<file path="src/rtl/decimation_sequencer.sv">
// Decimation window controller: sequences the gated-clock/accumulator resets, captures one count
// per window and offers it on valid/ready. Define DEC_SEQ_OVF_CNT_EN to build the dropped-window counter.
module decimation_sequencer #(
   parameter int unsigned CNT_W   = 16,
   parameter int unsigned RATIO_W = 16
) (
   input  logic               clk,
   input  logic               reset,
   input  logic               start_i,
   input  logic               stop_i,
   input  logic [RATIO_W-1:0] ratio_i,
   input  logic [CNT_W-1:0]   count_in_i,
   output logic               gate_rst_o,
   output logic               acc_rst_o,
   output logic [CNT_W-1:0]   sample_data_o,
   output logic               sample_valid_o,
   input  logic               sample_ready_i,
   output logic               busy_o,
   output logic               overrun_o,
   output logic [7:0]         overrun_cnt_o
);

   typedef enum logic [1:0] {StIdle, StRun, StFlush} state_e;

   state_e             state_q, state_d;
   logic [RATIO_W-1:0] n_q, n_d;
   logic [RATIO_W-1:0] wcnt_q, wcnt_d;
   logic               stop_pend_q, stop_pend_d;
   logic               gate_rst_q, gate_rst_d;
   logic               acc_rst_q, acc_rst_d;
   logic [CNT_W-1:0]   data_q, data_d;
   logic               valid_q, valid_d;
   logic               ovr_q, ovr_d;
   logic               win_end;
   logic               clr_ovr;

   // Window sequencing
   always_comb begin
      state_d     = state_q;
      n_d         = n_q;
      wcnt_d      = wcnt_q;
      stop_pend_d = stop_pend_q;
      win_end     = 1'b0;
      clr_ovr     = 1'b0;
      case (state_q)
         StIdle: begin
            if (start_i) begin
               n_d         = (ratio_i == '0) ? RATIO_W'(1) : ratio_i;
               wcnt_d      = '0;
               stop_pend_d = 1'b0;
               clr_ovr     = 1'b1;
               state_d     = StRun;
            end
         end
         StRun: begin
            if (stop_i) stop_pend_d = 1'b1;
            if (wcnt_q == n_q) begin
               win_end = 1'b1;
               if (stop_pend_q || stop_i) begin
                  stop_pend_d = 1'b0;
                  state_d     = StIdle;
               end else begin
                  state_d = StFlush;
               end
            end else begin
               wcnt_d = wcnt_q + 1'b1;
            end
         end
         StFlush: begin
            if (stop_i) stop_pend_d = 1'b1;
            wcnt_d  = '0;
            state_d = StRun;
         end
         default: state_d = StIdle;
      endcase
   end

   // Holding register: a window ending while the consumer still holds the old sample is dropped
   always_comb begin
      data_d  = data_q;
      valid_d = valid_q;
      ovr_d   = ovr_q & ~clr_ovr;
      if (win_end) begin
         if (!valid_q || sample_ready_i) begin
            data_d  = count_in_i;
            valid_d = 1'b1;
         end else begin
            ovr_d = 1'b1;
         end
      end else if (valid_q && sample_ready_i) begin
         valid_d = 1'b0;
      end
   end

   assign gate_rst_d = (state_d != StRun);
   assign acc_rst_d  = (state_d != StRun);

   always_ff @(posedge clk or posedge reset) begin
      if (reset) begin
         state_q     <= StIdle;
         n_q         <= RATIO_W'(1);
         wcnt_q      <= '0;
         stop_pend_q <= 1'b0;
         gate_rst_q  <= 1'b1;
         acc_rst_q   <= 1'b1;
         data_q      <= '0;
         valid_q     <= 1'b0;
         ovr_q       <= 1'b0;
      end else begin
         state_q     <= state_d;
         n_q         <= n_d;
         wcnt_q      <= wcnt_d;
         stop_pend_q <= stop_pend_d;
         gate_rst_q  <= gate_rst_d;
         acc_rst_q   <= acc_rst_d;
         data_q      <= data_d;
         valid_q     <= valid_d;
         ovr_q       <= ovr_d;
      end
   end

`ifdef DEC_SEQ_OVF_CNT_EN
   logic [7:0] ovf_cnt_q, ovf_cnt_d;
   logic       drop;

   assign drop = win_end & valid_q & ~sample_ready_i;

   always_comb begin
      ovf_cnt_d = ovf_cnt_q;
      if (clr_ovr) begin
         ovf_cnt_d = '0;
      end else if (drop && (ovf_cnt_q != 8'hFF)) begin
         ovf_cnt_d = ovf_cnt_q + 8'd1;
      end
   end

   always_ff @(posedge clk or posedge reset) begin
      if (reset) begin
         ovf_cnt_q <= '0;
      end else begin
         ovf_cnt_q <= ovf_cnt_d;
      end
   end

   assign overrun_cnt_o = ovf_cnt_q;
`else
   assign overrun_cnt_o = 8'h00;
`endif

   assign gate_rst_o     = gate_rst_q;
   assign acc_rst_o      = acc_rst_q;
   assign sample_data_o  = data_q;
   assign sample_valid_o = valid_q;
   assign overrun_o      = ovr_q;
   assign busy_o         = (state_q != StIdle) | stop_pend_q;

endmodule

</file>
<file path="config.mk">
export PLATFORM = sky130hd
export DESIGN_NAME = decimation_sequencer
export DESIGN_NICKNAME = d
export VERILOG_FILES = /design/src/rtl/decimation_sequencer.sv
export SDC_FILE = /design/constraint.sdc
export NUM_CORES = 1
export LEC_CHECK = 0
export ABC_CLOCK_PERIOD_IN_PS = 4140
export BUFFER_PORTS_ARGS = -buffer_cell sky130_fd_sc_hd__buf_4
export CAP_MARGIN = 20
export CORE_ASPECT_RATIO = 1.5
export CORE_MARGIN = 2
export CORE_UTILIZATION = 58
export DETAILED_ROUTE_END_ITERATION = 10
export MAX_ROUTING_LAYER = met4
export PLACE_DENSITY = 0.85
export SETUP_SLACK_MARGIN = 0.05
export SYNTH_ARGS = -nofsm -noshare
export SYNTH_HDL_FRONTEND = slang
export SYNTH_SLANG_ARGS = --single-unit
</file>
<file path="constraint.sdc">
create_clock -name clk -period 4.14 [get_ports clk]
set_input_delay 0.828 -clock clk [delete_from_list [all_inputs] [get_ports clk]]
set_output_delay 0.828 -clock clk [all_outputs]
set_load 0.01 [all_outputs]
</file>
* Yosys cells after proc, flatten, opt, wreduce, memory -nomap -nowiden *
Index checks and enable logic that the tools add are counted.

storage, ports and cells
  bits in registers = 54
  bits of input ports = 37

cells by class
  $add $sub $neg = 1
  eq/ne operators = 7
  multiplexer cells = 22
  bitwise logic cells = 3
  reductions and logical operators = 14

operator list
  operator               number
  $mux 16                3
  $pmux 16 s3            1
  $add 16x1->16 const B  1
  $eq 16x16->1           1
  $logic_not 16->1       1
  $mux 1                 13
  $reduce_and 2->1       4
  $mux 2                 3
  $pmux 2 s3             1
  $ne 2x1->1 const B     2
  $ne 2x2->1 const B     2
  $reduce_bool 2->1      2
  $pmux 1 s3             1
  $reduce_and 3->1       1
  $reduce_bool 3->1      1
  $eq 2x1->1 const B     1
  $eq 2x2->1 const B     1
  $logic_not 2->1        1
  $logic_or 1x1->1       2
  $and 1x1->1            1
  $logic_and 1x1->1      1
  $logic_not 1->1        1
  $not 1->1              1
  $or 1x1->1             1

* Logic depth before layout (Yosys ltp) *
  depth in word-level cells = 6
  mapped depth = 8
  depth with buffers taken out = 7

* Worst setup path before layout *
Ideal clock, no wire load.

  path kind = register -> register
  start point = register wcnt_q[2]
  end point = register data_q[0], in the netlist sample_data_o[0]
  arrival time = 1.984 ns
  data required time = 4.013 ns
  setup slack = 2.028 ns
  stages on the path, launching flop included = 9
  path buffers = 3
  cell sequence = dfrtp_1 > buf_6 > xnor2_2 > nand4_1 > nor4_2 > and3_1 > buf_2 > buf_6 > mux2_1

on the way
  cells in the longest elaborated chain, start to end = 4

RTL lines
  item                               RTL line  text
  start: declaration                 27        logic [RATIO_W-1:0] wcnt_q, wcnt_d;
  start signal: assignment           112       wcnt_q <= wcnt_d;
  $eq 16x16->1                       57        if (wcnt_q == n_q) begin
  $mux 1                             57
  $mux 1                             45        case (state_q)
  $reduce_and 2->1 (no source line)  --
  end signal: assignment             116       data_q <= data_d;
  end: declaration                   31        logic [CNT_W-1:0] data_q, data_d;

No other way between the ends.
A chain may end at the register's enable or synchronous reset.

* Worst setup path in the final report *
  start point = register wcnt_q[10]
  end point = register data_q[14], in the netlist sample_data_o[14]

The elaborated chain is that of the path after synthesis.

==> impl_metrics.ini <==
[outcome]
status = completed

[sta]
setup_viol = 0
max_freq_ghz = 0.379
setup_tns_ns = 0
period_minus_slack_ns = 2.64
finalCritPeriodShare_pct = 63.7
maxSlewHeadroom_pct = 48.8
worst_pin_slew_ns = 0.766
rsz0062_at_grt = false
hold_viol = 0
finClkSkew_ns = 0.00454
slew_violations = 0

[final_layout]
multiInputGateArea_um2 = 1370
instances_no_fill = 380
ff_latch_area_um2 = 1350
drive_gt1_share_pct = 28.7
fillers = 376
antenna_cells = 0
final_nets = 355
syn_to_final_growth_pct = 19.3
finish.utilization_pct = 71.2

[hold_path]
hold_class = reg -> reg
hold_start = n_q[0]

[power_and_ir_drop]
comb_power_share_pct = 29.7
power_frac_seq_pct = 44.5
p_switching_mw = 0.519
switching_share_pct = 31.2
intPower_mw = 1.15
clkPwrFrac_pct = 25.8
p_per_area_nw_per_um2 = 487
ir_drop_mv = 0.405
leakage_nw = 1.61

[global_routing]
grt_pass1_wl_mm = 9.75
grt_max_degree = 37
gr-usage-all-layers_pct = 23.9
first_global_vias = 2112
antenna_found_initial = 0
grt.overflow.total = 0

[synth]
ys_types = 47
netlist_instances = 262
synth_warnings = 0
yosysTopAreaCell = dfrtp_1
synth_top_area_share_pct = 45.3
synth-main-ff-cell = dfrtp_1
synth.most_common_cell = dfrtp_1
synth_edf_count = 0
syn_avg_cell_area_um2 = 11.0
ys_seq_elements = 54
synth-seq-area-share_pct = 47.2
syn_area_um2 = 2870
synthTopCellsByArea = dfrtp_1 (45%), mux2_1 (6.3%), mux2_2 (5.9%), xnor2_1 (4.6%), nand2_1 (3.0%)
synth_commonest_cells = dfrtp_1 (52), nand2_1 (23), mux2_1 (16)
async_flop_share_pct = 100

[routing]
post_drt_wl_per_cell_um = 15.7
drc = 0
first_pass_iters = 4
vias = 2234
antenna_left = 0
drt_iter0_drc = 82
via_per_inst = 5.88
drt_wl_total_mm = 5.97

[cts]
clk_latency_ns = 0.31
h-tree-depth = 2
cts-root-buf = clkbuf_8
hold_buffers = 0
tritoncts = yes
clkSinkCount = 54
cts_resized = 0
cts.clk_slew.worst_paths_ns = 0.09
clockBufferDepth = 2
cts_made_buffers = 5
post-cts-setup-buffers = 0

[critical_path]
critPathMaxFanout = 25
endpoint_kind = register
startpoint_type = register
cp.arrival_ns = 2.83
critical_path_class = reg -> reg
r2r_start = wcnt_q[10]
crit_path_start = wcnt_q[10]
required_ns = 4.34

[die]
core_area_um2 = 4810
io-pin-count = 66
start_util_pct = 59.7
die_y_um = 90.2
die_area_um2 = 5540
chipWidth_um = 61.4
rows = 31

[flow_run]
maxCapViolCount = 0

[placed_design]
dpl.hpwl_mm = 4.42
port_buffers = 57
routabilityCongestion = 0.887
placedCellCount = 372
[final timing paths]
| path | to | slack, ns | cells past startpoint |
|---|---|---|---|
| hold reg to reg | n_q[0] | 0.49 | 2 |
| setup reg to reg | sample_data_o[14] | 1.50 | 6 |
| max in group asynchronous | acc_rst_o | 2.69 | 3 |
| min in group asynchronous | sample_data_o[12] | 0.64 | 2 |
| hold / removal | n_q[0] | 0.49 | 2 |
| setup / recovery | sample_data_o[14] | 1.50 | 6 |
[per-stage QoR]
step	hold WS [ns]	worst slack, ns	instance area, µm²	total power [mW]
finish	0.489	1.50	3420	1.67
global route	0.523	1.33	3420	1.75
CTS	0.494	1.48	3420	1.68
detailed placement	0.477	1.54	3280	1.25
global placement	0.468	1.61	3280	1.23
floorplan	0.465	2.00	2900	1.11
[registers in the layout, indices dropped and copies added (netlist names)]
| register | count |
|---|---|
| stop_pend_q | 1 |
| state_q | 2 |
| wcnt_q | 16 |
| overrun_o | 1 |
| acc_rst_o | 1 |
| sample_data_o | 16 |
| sample_valid_o | 1 |
| n_q | 16 |
[power groups by stage]
stage	combinational, mW	clock, mW	sequential, mW
floorplan	0.391	0	0.717
global placement	0.483	0	0.749
detailed placement	0.493	0	0.754
CTS	0.498	0.438	0.742
global route	0.541	0.454	0.758
finish	0.494	0.430	0.742
[area by class of cell]
type                    instances  area share (%)
well taps                      66            2.41
flip-flops and latches         54            39.5
inverters                       7           0.767
repair buffers                 60            13.2
multi-input cells             185            40.0
clock inverters                 2            1.75
clock buffers                   6            2.41
[layout by cell type (no fill, tap or decap), types with 7 or more instances in the layout]
master	count
buf_4	60
o211ai_1	7
mux2_1	16
xnor2_1	15
nand3_1	12
conb_1	8
nor2_1	10
dfrtp_1	52
nand2_1	23
mux2_2	15
[critical path, cell delays in order, from the launching register on]
cell	delay, ns
dfrtp_1	0.44
xnor2_1	0.25
nand4_1	0.20
nor4_2	0.29
buf_4	0.29
and3_1	0.66
mux2_1	0.39
[metal layers]
metal	global-route usage, %	vias up	wire length [µm]
li1	-	1043	-
met1	28.1	1078	2230
met2	39.0	98	3090
met3	4.32	15	482
met4	10.1	0	172
met5	-	-	0
[logic make-up after synthesis]
| family | synth area share (%) |
|---|---|
| AO/OA/AOI/OAI | 9.59 |
| XOR/XNOR | 5.14 |
| adder cells (fa/ha/maj) | 2.18 |
| buffers and inverters | 6.06 |
| flip-flops | 47.2 |
| multiplexers | 13.6 |
| other | 0.131 |
| AND/OR/NAND/NOR | 16.2 |
Note: power is estimated with default switching activity, not from simulation.
